[src/rtl/cache_pkg.sv]
// cache_pkg: shared types and helpers for the direct-mapped cache controller.
//   state_t      controller states
//   line_t       one cache line {valid, tag, data}
//   addr_tag / addr_index / addr_offset   word-address field extraction
//   block_word   select one 32-bit word from a 128-bit block
package cache_pkg;

  localparam int OFFSET_W = 2;
  localparam int BLOCK_W  = 128;
  localparam int WORD_W   = 32;

  typedef enum logic [2:0] {
    IDLE,
    LOOKUP,
    MEM_RD,
    REFILL,
    MEM_WR,
    RESP
  } state_t;

  // Tag is kept at full word width so the type does not depend on TAG_W;
  // bits above TAG_W are always written as zero.
  typedef struct packed {
    logic               valid;
    logic [WORD_W-1:0]  tag;
    logic [BLOCK_W-1:0] data;
  } line_t;

  function automatic logic [WORD_W-1:0] addr_tag(input logic [31:0] addr,
                                                 input int index_w,
                                                 input int tag_w);
    logic [31:0] mask;
    mask = (32'd1 << tag_w) - 32'd1;
    return (addr >> (index_w + OFFSET_W)) & mask;
  endfunction

  function automatic logic [WORD_W-1:0] addr_index(input logic [31:0] addr,
                                                   input int index_w);
    logic [31:0] mask;
    mask = (32'd1 << index_w) - 32'd1;
    return (addr >> OFFSET_W) & mask;
  endfunction

  function automatic logic [OFFSET_W-1:0] addr_offset(input logic [31:0] addr);
    return addr[OFFSET_W-1:0];
  endfunction

  function automatic logic [WORD_W-1:0] block_word(input logic [BLOCK_W-1:0] blk,
                                                   input logic [OFFSET_W-1:0] off);
    return blk[off*WORD_W +: WORD_W];
  endfunction

endpackage

[src/rtl/cache_line_array.sv]
// cache_line_array: tag/valid/data storage for 2^INDEX_W lines.
//   idx        line selected for read and for both write kinds
//   line       asynchronous read of the selected line
//   fill_*     full-line write (refill), also sets valid
//   word_*     single-word write into an existing line (store hit)
//   reset      synchronous clear of the valid bits only
module cache_line_array
  import cache_pkg::*;
#(
  parameter int INDEX_W = 2
) (
  input  logic                clk,
  input  logic                reset,
  input  logic [INDEX_W-1:0]  idx,
  output line_t               line,
  input  logic                fill_en,
  input  logic [WORD_W-1:0]   fill_tag,
  input  logic [BLOCK_W-1:0]  fill_data,
  input  logic                word_en,
  input  logic [OFFSET_W-1:0] word_off,
  input  logic [WORD_W-1:0]   word_data
);

  localparam int LINES = 1 << INDEX_W;

  logic [LINES-1:0]   valid;
  logic [WORD_W-1:0]  tag_mem  [LINES];
  logic [BLOCK_W-1:0] data_mem [LINES];

  always_ff @(posedge clk) begin
    if (reset) begin
      valid <= '0;
    end else if (fill_en) begin
      valid[idx] <= 1'b1;
    end
  end

  always_ff @(posedge clk) begin
    if (fill_en) begin
      tag_mem[idx]  <= fill_tag;
      data_mem[idx] <= fill_data;
    end else if (word_en) begin
      data_mem[idx][word_off*WORD_W +: WORD_W] <= word_data;
    end
  end

  always_comb begin
    line.valid = valid[idx];
    line.tag   = tag_mem[idx];
    line.data  = data_mem[idx];
  end

endmodule

[src/rtl/cache_ctrl.sv]
// cache_ctrl: direct-mapped, write-through, no-write-allocate cache between
// the core load/store port and word-addressed data memory.
//   cpu_*     core side: request held until the one-cycle cpu_ready pulse
//   mem_*     memory side: 4-word block read (mem_rd_en), single-word write
//   hit_cnt / miss_cnt   saturating statistics, one count per request
//
// state  | meaning
// IDLE   | waiting; latches the request when cpu_req = 1
// LOOKUP | tag compare, statistics update, choose path
// MEM_RD | block read held MEM_LAT cycles, block captured on the last one
// REFILL | write block into the line, pick requested word
// MEM_WR | one-cycle write-through, updates line only on a hit
// RESP   | cpu_ready pulse
module cache_ctrl
  import cache_pkg::*;
#(
  parameter int INDEX_W = 2,
  parameter int TAG_W   = 2,
  parameter int MEM_LAT = 2
) (
  input  logic          clk,
  input  logic          reset,
  input  logic          cpu_req,
  input  logic          cpu_we,
  input  logic [31:0]   cpu_addr,
  input  logic [31:0]   cpu_wdata,
  output logic [31:0]   cpu_rdata,
  output logic          cpu_ready,
  output logic [31:0]   mem_addr,
  output logic [31:0]   mem_wdata,
  output logic          mem_wr_en,
  output logic          mem_rd_en,
  input  logic [127:0]  mem_rdata,
  output logic [15:0]   hit_cnt,
  output logic [15:0]   miss_cnt
);

  localparam int CNT_W = (MEM_LAT < 2) ? 1 : $clog2(MEM_LAT);

  state_t               state, next_state;
  logic [31:0]          addr_q, wdata_q;
  logic                 we_q, hit_q;
  logic [CNT_W-1:0]     cnt;
  logic [BLOCK_W-1:0]   blk_q;
  logic [INDEX_W-1:0]   idx;
  logic [WORD_W-1:0]    tag_f;
  logic [OFFSET_W-1:0]  off;
  line_t                line;
  logic                 hit, rd_last;

  // Next values of the registered outputs, decoded from next_state so each
  // output is already stable at the start of the state it belongs to.
  logic                 cpu_ready_d, mem_rd_en_d, mem_wr_en_d;
  logic [31:0]          cpu_rdata_d, mem_addr_d, mem_wdata_d;

  assign idx     = INDEX_W'(addr_index(addr_q, INDEX_W));
  assign tag_f   = addr_tag(addr_q, INDEX_W, TAG_W);
  assign off     = addr_offset(addr_q);
  assign hit     = line.valid && (line.tag == tag_f);
  assign rd_last = (cnt == CNT_W'(MEM_LAT - 1));

  cache_line_array #(.INDEX_W(INDEX_W)) u_array (
    .clk       (clk),
    .reset     (reset),
    .idx       (idx),
    .line      (line),
    .fill_en   (state == REFILL),
    .fill_tag  (tag_f),
    .fill_data (blk_q),
    .word_en   ((state == MEM_WR) && hit_q),
    .word_off  (off),
    .word_data (wdata_q)
  );

  always_ff @(posedge clk) begin
    if (reset) state <= IDLE;
    else       state <= next_state;
  end

  always_comb begin
    next_state = state;
    case (state)
      IDLE:    if (cpu_req) next_state = LOOKUP;
      LOOKUP:  if (we_q)    next_state = MEM_WR;
               else if (hit) next_state = RESP;
               else          next_state = MEM_RD;
      MEM_RD:  if (rd_last) next_state = REFILL;
      REFILL:  next_state = RESP;
      MEM_WR:  next_state = RESP;
      RESP:    next_state = IDLE;
      default: next_state = IDLE;
    endcase
  end

  always_comb begin
    cpu_ready_d = 1'b0;
    mem_rd_en_d = 1'b0;
    mem_wr_en_d = 1'b0;
    cpu_rdata_d = '0;
    mem_addr_d  = '0;
    mem_wdata_d = '0;
    case (next_state)
      MEM_RD: begin
        mem_rd_en_d = 1'b1;
        mem_addr_d  = {addr_q[31:OFFSET_W], {OFFSET_W{1'b0}}};
      end
      MEM_WR: begin
        mem_wr_en_d = 1'b1;
        mem_addr_d  = addr_q;
        mem_wdata_d = wdata_q;
      end
      RESP: begin
        cpu_ready_d = 1'b1;
        if (!we_q) begin
          cpu_rdata_d = (state == REFILL) ? block_word(blk_q, off)
                                          : block_word(line.data, off);
        end
      end
      default: ;
    endcase
  end

  always_ff @(posedge clk) begin
    if (reset) begin
      addr_q    <= '0;
      wdata_q   <= '0;
      we_q      <= 1'b0;
      hit_q     <= 1'b0;
      cnt       <= '0;
      blk_q     <= '0;
      cpu_ready <= 1'b0;
      mem_rd_en <= 1'b0;
      mem_wr_en <= 1'b0;
      cpu_rdata <= '0;
      mem_addr  <= '0;
      mem_wdata <= '0;
      hit_cnt   <= '0;
      miss_cnt  <= '0;
    end else begin
      cpu_ready <= cpu_ready_d;
      mem_rd_en <= mem_rd_en_d;
      mem_wr_en <= mem_wr_en_d;
      cpu_rdata <= cpu_rdata_d;
      mem_addr  <= mem_addr_d;
      mem_wdata <= mem_wdata_d;
      if (state == IDLE && cpu_req) begin
        addr_q  <= cpu_addr;
        we_q    <= cpu_we;
        wdata_q <= cpu_wdata;
      end
      if (state == LOOKUP) begin
        hit_q <= hit;
        cnt   <= '0;
        if (hit) begin
          if (hit_cnt != 16'hFFFF) hit_cnt <= hit_cnt + 16'd1;
        end else begin
          if (miss_cnt != 16'hFFFF) miss_cnt <= miss_cnt + 16'd1;
        end
      end
      if (state == MEM_RD) begin
        cnt <= cnt + 1'b1;
        if (rd_last) blk_q <= mem_rdata;
      end
    end
  end

endmodule

[config.mk]
export PLATFORM = sky130hd
export DESIGN_NAME = cache_ctrl
export DESIGN_NICKNAME = d
export VERILOG_FILES = /design/src/rtl/cache_pkg.sv /design/src/rtl/cache_line_array.sv /design/src/rtl/cache_ctrl.sv
export SDC_FILE = /design/constraint.sdc
export NUM_CORES = 1
export LEC_CHECK = 0
export CAP_MARGIN = 20
export CORE_ASPECT_RATIO = 0.5
export CORE_MARGIN = 4
export CORE_UTILIZATION = 45
export CTS_CLUSTER_DIAMETER = 40
export CTS_CLUSTER_SIZE = 14
export DETAILED_ROUTE_END_ITERATION = 6
export HOLD_SLACK_MARGIN = 0.05
export PLACE_DENSITY_LB_ADDON = 0.12
export SLEW_MARGIN = 20
export SYNTH_ARGS = -nofsm -noshare
export SYNTH_HDL_FRONTEND = slang
export SYNTH_SLANG_ARGS = --single-unit
[constraint.sdc]
create_clock -name clk -period 3.8 [get_ports clk]
set_clock_uncertainty 0.1 [all_clocks]
set_input_delay 0.38 -clock clk [delete_from_list [all_inputs] [get_ports clk]]
set_output_delay 0.38 -clock clk [all_outputs]
set_load 0.05 [all_outputs]
# --- Yosys cells after proc, flatten, opt, wreduce, memory -nomap -nowiden ---
# Memory sizes are Yosys's and may differ from the RTL's. A register that Yosys moved wholly into a read port is not among the register bits.
# Cells that the tools add are included.
classes:
  n_addsub: 4
  magnitude_cmp: 2
  n_eq_ne: 10
  shift: 4
  mux: 153
  bitwise_logic: 132
  n_reduce_logical: 12
ops:
  columns: ["operator", "n"]
  rows:
  - ["indexed part select 128 x 8 -> 32 bit", 2]
  - ["two-way mux 1 bit", 139]
  - ["two-way mux 128 bit", 1]
  - ["OR 1 bit", 128]
  - ["variable shift 32 x 34 -> 128 bit (first input constant)", 1]
  - ["indexed part select 32 x 34 -> 128 bit", 1]
  - ["case mux 32 bit (2 select lines)", 1]
  - ["negator 7 -> 34 bit", 1]
  - ["adder 16 x 1 -> 16 bit (second input constant)", 2]
  - ["equality test 32 x 2 -> 1 bit", 1]
  - ["two-way mux 32 bit", 1]
  - ["!= test 16 bit (second input constant)", 2]
  - ["two-way mux 3 bit", 4]
  - ["case mux 3 bit (4 select lines)", 1]
  - ["equality test 3 x 2 -> 1 bit (second input constant)", 3]
  - ["equality test 3 bit (second input constant)", 3]
  - ["two-way mux 2 bit", 4]
  - ["AND reduction 3 bit", 2]
  - ["logical AND 1 bit", 4]
  - ["OR 4 bit", 1]
  - ["OR reduction 2 bit", 2]
  - ["equality test 3 x 1 -> 1 bit (second input constant)", 1]
  - ["logical NOT 3 bit", 1]
  - ["< comparator 2 x 3 -> 1 bit (second input constant)", 1]
  - ["other kinds (8)", 10]
word_totals:
  reg_bits: 333
  mem_bits_rw: 520
  output_inout_bits: 131
  elab_cells: 335
  memories: 2
mem_list:
  columns: ["name", "depth", "word_bits", "read_ports", "rd_ports_with_merged_regs", "write_ports", "line_no", "text"]
  rows:
  - ["u_array.data_mem", 4, 128, 1, 1, 1, "cache_line_array.sv:28", "logic [BLOCK_W-1:0] data_mem [LINES];"]
  - ["u_array.tag_mem", 4, 2, 1, 1, 1, "cache_line_array.sv:27", "logic [WORD_W-1:0] tag_mem [LINES];"]

# --- Longest topological paths before layout ---
# Gate-level depths: netlist (run 1).
logic_depth:
  word_depth: 9
  depth_mapped: 9

# --- Hierarchy ---
# A second synthesis (run 1) with hierarchy kept.
hier_totals:
  cells_unflattened: 2673
  hier_area_um2: 38680.8
modules_own_cells:
  columns: ["mod", "instances", "cells_per_inst", "area_each_um2"]
  rows:
  - ["cache_line_array", 1, 1169, 25512.0]
  - ["cache_ctrl", 1, 1504, 13168.9]

# --- Least setup slack after synthesis (run 1) ---
# No wires, ideal clock.
synth_timing:
  kind: "register to register"
  startpoint: "register addr_q[0]"
  endpoint: "memory u_array.data_mem[0][0], enable pin"
  t_arrival_ps: 3192
  t_required_ps: 3268
  path_slack_ps: 76
  stages_incl_launch_ff: 9
  path_buffers: 4
  period_less_slack_ps: 3724
  path_cell_list: "dfxtp_1 clkbuf_1 inv_1 clkbuf_1 ha_1 nand2_1 clkbuf_1 clkbuf_1 a21oi_1"
synth_via:
  elab_chain_len: 4
synth_rtl:
  columns: ["item", "line_no", "text"]
  rows:
  - ["from (decl)", "cache_ctrl.sv:41", "logic [31:0] addr_q, wdata_q;"]
  - ["from (signal assigned)", "cache_ctrl.sv:147", "addr_q <= cpu_addr;"]
  - ["negator 7 -> 34 bit", "cache_line_array.sv:43", "data_mem[idx][word_off*WORD_W +: WORD_W] <= word_data;"]
  - ["variable shift 32 x 34 -> 128 bit", "cache_line_array.sv:43", null]
  - ["two-way mux 128 bit (not written as such)", "cache_line_array.sv:43", null]
  - ["OR 1 bit (no source line)", null, null]
  - ["to (decl)", "cache_line_array.sv:28", null]
# Every way passes these cells.

# --- Worst setup path in the final report (run 1) ---
layout_timing:
  startpoint: "register state[1]"
  endpoint: "memory u_array.data_mem[1][29], enable pin"
layout_via:
  elab_chain_len: 6
  elab_cells_between_ends: 9
  cone_classes: "2 x eq/ne; 5 x mux; 1 x bitwise; 1 x reduce/logical"
layout_rtl:
  columns: ["item", "line_no", "text"]
  rows:
  - ["from (decl)", "cache_ctrl.sv:40", "state_t state, next_state;"]
  - ["from (signal assigned)", "cache_ctrl.sv:77", "else state <= next_state;"]
  - ["equality test 3 bit", "cache_ctrl.sv:70", ".word_en ((state == MEM_WR) && hit_q),"]
  - ["logical AND 1 bit", "cache_ctrl.sv:70", null]
  - ["two-way mux 1 bit", "cache_line_array.sv:42", "end else if (word_en) begin"]
  - ["two-way mux 1 bit", "cache_line_array.sv:39", "if (fill_en) begin"]
  - ["two-way mux 128 bit (not written as such)", "cache_line_array.sv:43", null]
  - ["OR 1 bit (no source line) (*)", null, null]
# Mark *: on every way between the ends. The rest lies on a longest branch, timed or not.

==> results of run 1 <==
[cell type report]
type,count,area share
flip-flops and latches,855,0.550
multi-input cells,1638,0.267
repair buffers,384,0.0933
well taps,972,0.0299
clock buffers,121,0.0556
inverters,5,0.000462
clock inverters,18,0.00363
[registers in the layout, summed over array words and instances (netlist names), 32 cells and up, named ones only]
| signal | count |
|---|---|
| blk_q | 128 |
| mem_wdata | 32 |
| u_array.data_mem | 512 |
| wdata_q | 32 |
| cpu_rdata | 32 |
| addr_q | 32 |
| mem_addr | 32 |
[cell usage in the layout (no fill, tap or decap), drive strengths merged, types with 4 or more instances in the layout]
cell type | synthesis | final
nand4 | 9 | 9
a21oi | 224 | 224
edfxtp | 520 | 520
nor2 | 124 | 124
nand2 | 684 | 684
clkinv | 0 | 4
ha | 7 | 7
nor3 | 36 | 36
xor2 | 5 | 5
xnor2 | 17 | 17
or3 | 8 | 8
o22ai | 20 | 20
nand3 | 18 | 18
and3 | 10 | 10
o21ai | 147 | 147
mux2i | 14 | 14
nand2b | 4 | 4
mux4 | 163 | 163
buf | 26 | 57
dfxtp | 335 | 335
inv | 5 | 17
nor3b | 5 | 5
a211oi | 20 | 20
clkdlybuf4s50 | 0 | 325
a32oi | 11 | 11
and2 | 88 | 88
nor4 | 5 | 5
clkbuf | 163 | 122
[power breakdown]
group | switching (W) | leakage, nW | internal (W)
sequential | 0.000188 | 7.52 | 0.00987
combinational | 0.000871 | 4.25 | 0.000657
clock | 0.00348 | 1.18 | 0.00420
total | 0.00454 | 13.0 | 0.0147
[kinds of logic after synthesis]
kind of cell | count (synthesis) | share of synthesized area
and+or+nand+nor | 1001 | 0.125
xor gates and xnor gates | 22 | 0.00616
AOI/OAI and AO/OA | 431 | 0.0683
muxes | 177 | 0.113
adders and majority gates | 7 | 0.00260
DFF | 855 | 0.663
buffers and inverters | 194 | 0.0227
[per-layer routing]
metal,GRT usage,wire length [um]
met3,0.0565,7770
met4,0.0849,3560
met1,0.330,40800
met5,0,29
met2,0.403,47400
[through the flow]
stage               total power (W)  std cells  hold slack, ns
finish                       0.0193       3993           0.176
global route                 0.0199       3993           0.150
CTS                          0.0194       3993           0.122
detailed placement           0.0118       3853           0.338
global placement             0.0118       3853           0.334
floorplan                    0.0111       2687           0.330
[worst register-to-register path, delay by kind of cell (launching register included)]
family | cells | cell delay [ns]
buffers and inverters | 1 | 0.53
AND/OR/NAND/NOR | 3 | 1.20
flip-flops | 1 | 0.40
AO/OA/AOI/OAI | 1 | 0.32
[path summary, 6_finish.rpt]
kind,to,cells after the start
hold / removal,wdata_q[1]$_SDFFE_PP0P_,3
setup reg to reg,u_array.data_mem[1][29]$_DFFE_PP_,5
hold reg to reg,mem_addr[23]$_SDFF_PP0_,1
setup / recovery,u_array.data_mem[1][29]$_DFFE_PP_,5
==> flow_summary.json, run 1 <==
{
  "vias": 22600,
  "required_ns": 3.98,
  "antenna_cells": 0,
  "drv_cap": 0,
  "hp-start": "cpu_wdata[1]",
  "cpMaxStageDelayCell": "nand2_2",
  "tightest_slew_ns": 0.961,
  "htreeDepth": 3,
  "syn_avg_cell_area_sq_um": 12.5,
  "synth_edf_count": 520,
  "clk_path_buf_depth": 3,
  "nets": 3165,
  "yosys_warnings": 0,
  "gr-total-overflow": 0,
  "async_reset_ff_frac": 0,
  "clkTransAtPathRegs_ns": 0.07,
  "cts-resized-gates": 0,
  "drc": 0,
  "drtIter0Drc": 2267,
  "synth_area_sq_um": 33700,
  "fin_area_sq_um": 40600,
  "hold_violations": 0,
  "pre_cts_ws_ns": 0.883,
  "synth_flop_cell": "edfxtp_1",
  "min_period_ns": 2.98,
  "synth_cell_types": 44,
  "setup_slack_ns": 0.822,
  "hpwl_mm": 66.7,
  "clock.fmax_mhz": 336,
  "critPathTopFamily": "simple AND/OR/NAND/NOR gates",
  "regArea_sq_um": 22300,
  "cp_max_fo": 33,
  "ir_drop_uv": 293,
  "netlist_instances": 2687,
  "clkSinkCount": 855,
  "fill_cells": 6190,
  "die_h_um": 201,
  "slew_viol_final": 0,
  "setup-violations-final": 0,
  "regToRegSetupSlack_ns": 0.82,
  "grt_max_degree": 125,
  "grtUsageTotal": 0.247,
  "relSlewSlack": 0.357,
  "numCtsBuffers": 78,
  "drt_pass1_iterations": 7,
  "start_util": 0.458,
  "utilization": 0.552,
  "setup.worst_path.start": "state[1]$_SDFF_PP0_",
  "grt_pass1_wl_mm": 146,
  "r2r-start": "state[1]$_SDFF_PP0_",
  "yosys.area.top_type": "edfxtp_1",
  "rsz0062_at_grt": "no",
  "post_cts_buffers": 0,
  "pwr_density_cell_nw_per_um2": 474,
  "num_rows": 70,
  "ys_seq_area_frac": 0.663,
  "ant_nets": 0,
  "wl_per_cell_um": 24.9,
  "synth_most_common_cell": "nand2_1",
  "multi_input_area_sq_um": 10900,
  "min_path_type": "in -> reg",
  "grt_antenna_before_repair": 2,
  "cp_data_arrival_time_ns": 3.15,
  "clockRootBuffer": "clkbuf_16",
  "grt_pass1_vias": 22100,
  "numPortBuffers": 326,
  "end_kind": "register",
  "fp.coreArea_sq_um": 73600,
  "leakagePower_nw": 13.0,
  "ioPinCount": 327,
  "gp_congestion": 0.858,
  "yosys.area.top_type_share": 0.463,
  "start_kind": "register",
  "cp.buffers_inverters": 1,
  "setup.worst_path.class": "reg -> reg",
  "synth-seq-cells": 855,
  "totalNegativeSetupSlack_ns": 0,
  "viasPerCell": 5.65,
  "status": "complete, no violations",
  "slowest_delay_ns": 0.58,
  "cts_tree": "built",
  "netlist_top_cells_count": "nand2_1, edfxtp_1, dfxtp_1, a21oi_1, mux4_2",
  "synth_area_leaders": "edfxtp_1, dfxtp_1, mux4_2",
  "synthesis.nets": 2890,
  "area_growth_pct": 20.6,
  "place_area_sq_um": 38200,
  "ctsHoldBuffers": 1,
  "drive_gt1_frac": 0.121,
  "wl_mm": 99.5,
  "die_w_um": 395,
  "cp_cell_sequence": "nor2_1, and3_1, nand2_2, a21oi_4, buf_4",
  "fin_crit_sh": 0.784,
  "clk_latency_ns": 0.65,
  "dieArea_sq_um": 79600
}
(Power assumes the default switching activity.)
==> run 2, diff against run 1 <==
==> constraint.sdc (replaced) <==
create_clock -name clk -period 2.8 [get_ports clk]
set_clock_uncertainty 0.1 [all_clocks]
set_input_delay 0.28 -clock clk [delete_from_list [all_inputs] [get_ports clk]]
set_output_delay 0.28 -clock clk [all_outputs]
set_load 0.05 [all_outputs]
==> flow_summary.json, run 2 (synthesis gave the netlist of run 1 again) <==
{
  "clock.fmax_mhz": 402,
  "relSlewSlack": 0.374,
  "hold_violations": 0,
  "drive_gt1_frac": 0.129,
  "vias": 22900,
  "grt_antenna_before_repair": 0,
  "drc": 0,
  "htreeDepth": 3,
  "setup-violations-final": 0,
  "drtIter0Drc": 1905,
  "fill_cells": 6100,
  "largest_reg_flops": 512,
  "rsz0062_at_grt": "no",
  "area_growth_pct": 24.3,
  "grt_max_degree": 129,
  "leakagePower_nw": 13.5,
  "wl_mm": 101,
  "start_util": 0.458,
  "grt_pass1_wl_mm": 149,
  "antenna_cells": 0,
  "cts_tree": "built",
  "clk_path_buf_depth": 3,
  "cp_cell_sequence": "mux4_2, xnor2_2, nand3_2, buf_4, or4_1, a21oi_1",
  "cpMaxStageDelayCell": "mux4_2",
  "cp_data_arrival_time_ns": 2.95,
  "numPortBuffers": 326,
  "numCtsBuffers": 81,
  "gr-total-overflow": 0,
  "die_h_um": 201,
  "tightest_slew_ns": 0.940,
  "clkTransAtPathRegs_ns": 0.06,
  "setup_slack_ns": 0.310,
  "nets": 3251,
  "pwr_density_cell_nw_per_um2": 633,
  "setup.worst_path.class": "reg -> reg",
  "finalPower_w": 0.0265,
  "grtUsageTotal": 0.252,
  "grtUsageMet2": 0.420,
  "die_w_um": 395,
  "wl_per_cell_um": 24.8,
  "pre_cts_ws_ns": 0.341,
  "slew_viol_final": 0,
  "clk_latency_ns": 0.66,
  "required_ns": 3.26,
  "post_cts_buffers": 0,
  "ioPinCount": 327,
  "fin_crit_sh": 0.889,
  "groute.layer.met3.usage": 0.0493,
  "fp.coreArea_sq_um": 73600,
  "drt_pass1_iterations": 5,
  "gr-usage-met1": 0.341,
  "cp.buffers_inverters": 1,
  "regToRegSetupSlack_ns": 0.31,
  "min_path_type": "in -> reg",
  "grt_pass1_vias": 22800,
  "dieArea_sq_um": 79600,
  "status": "complete, no violations",
  "viasPerCell": 5.61,
  "ir_drop_uv": 463,
  "gp_congestion": 0.820,
  "cp_max_fo": 13,
  "num_rows": 70,
  "clockRootBuffer": "clkbuf_16",
  "hpwl_mm": 64.4,
  "ant_nets": 0,
  "critPathTopFamily": "simple AND/OR/NAND/NOR gates",
  "final_common_cell": "nand2_1",
  "min_period_ns": 2.49,
  "end_kind": "register",
  "clkSinkCount": 855,
  "drv_cap": 0,
  "grt-busiest-layer": "met2",
  "start_kind": "register",
  "reg.largest.list": "u_array.data_mem: 512 flops, blk_q: 128 flops",
  "slowest_delay_ns": 0.53,
  "regMostFlops": "u_array.data_mem",
  "layout_common_cells": "nand2_1, edfxtp_1, dfxtp_1, clkdlybuf4s50_1, a21oi_1"
}
## run 2: final timing paths
path,start,to,cells past startpoint
hold reg to reg,addr_q[19]$_SDFFE_PP0P_,mem_addr[19]$_SDFF_PP0_,1
setup reg to reg,register,hit_cnt[8]$_SDFFE_PP0P_,6
setup / recovery,register,hit_cnt[8]$_SDFFE_PP0P_,6
hold / removal,mem_rdata[42],blk_q[42]$_SDFFE_PP0P_,3
## run 2: metal layers
metal | wire length, um | share of wire
met5 | 0 | 0
met2 | 48900 | 0.48
met3 | 6370 | 0.063
met1 | 42900 | 0.42
met4 | 3110 | 0.031
## run 2: tightest hold or removal path, stage by stage
cell	delay (ns)
clkdlybuf4s50_1	0.40
nand2_1	0.06
a21oi_1	0.05
## run 2: report_power, final
| part | total, W | internal [W] | leakage, nW | switching [W] |
|---|---|---|---|---|
| logic | 0.00222 | 0.000997 | 4.70 | 0.00122 |
| clock network | 0.0107 | 0.00587 | 1.25 | 0.00484 |
| registers | 0.0136 | 0.0134 | 7.52 | 0.000190 |
## run 2: through the flow
step | setup TNS (ns) | area (sq um) | std cells | util | hold slack [ns]
after floorplan | -89.29 | 33800 | 2687 | - | 0.316
after global placement | 0 | 38700 | 3874 | 0.526 | 0.333
after detailed placement | 0 | 38700 | 3874 | 0.526 | 0.341
after CTS | 0 | 41900 | 4084 | 0.569 | 0.0501
after global routing | 0 | 41900 | 4084 | 0.569 | 0.0642
final | 0 | 41900 | 4084 | 0.569 | 0.0772
## run 2: layout make-up
class / count / area, sq um / area share
Inverter: 5 / 18.8 / 0.000448
Timing Repair Buffer: 467 / 4910 / 0.117
Clock inverter: 28 / 221 / 0.00529
Tap cell: 972 / 1220 / 0.0290
Sequential cell: 855 / 22300 / 0.533
Clock buffer: 119 / 2310 / 0.0551
Multi-Input combinational cell: 1638 / 10900 / 0.259
## run 2: what timing repair did
| item | CTS | global route |
|---|---|---|
| endpoints found under the hold margin | 81 | 0 |
| gates resized for setup | 0 | 0 |
| hold buffers | 63 | 0 |
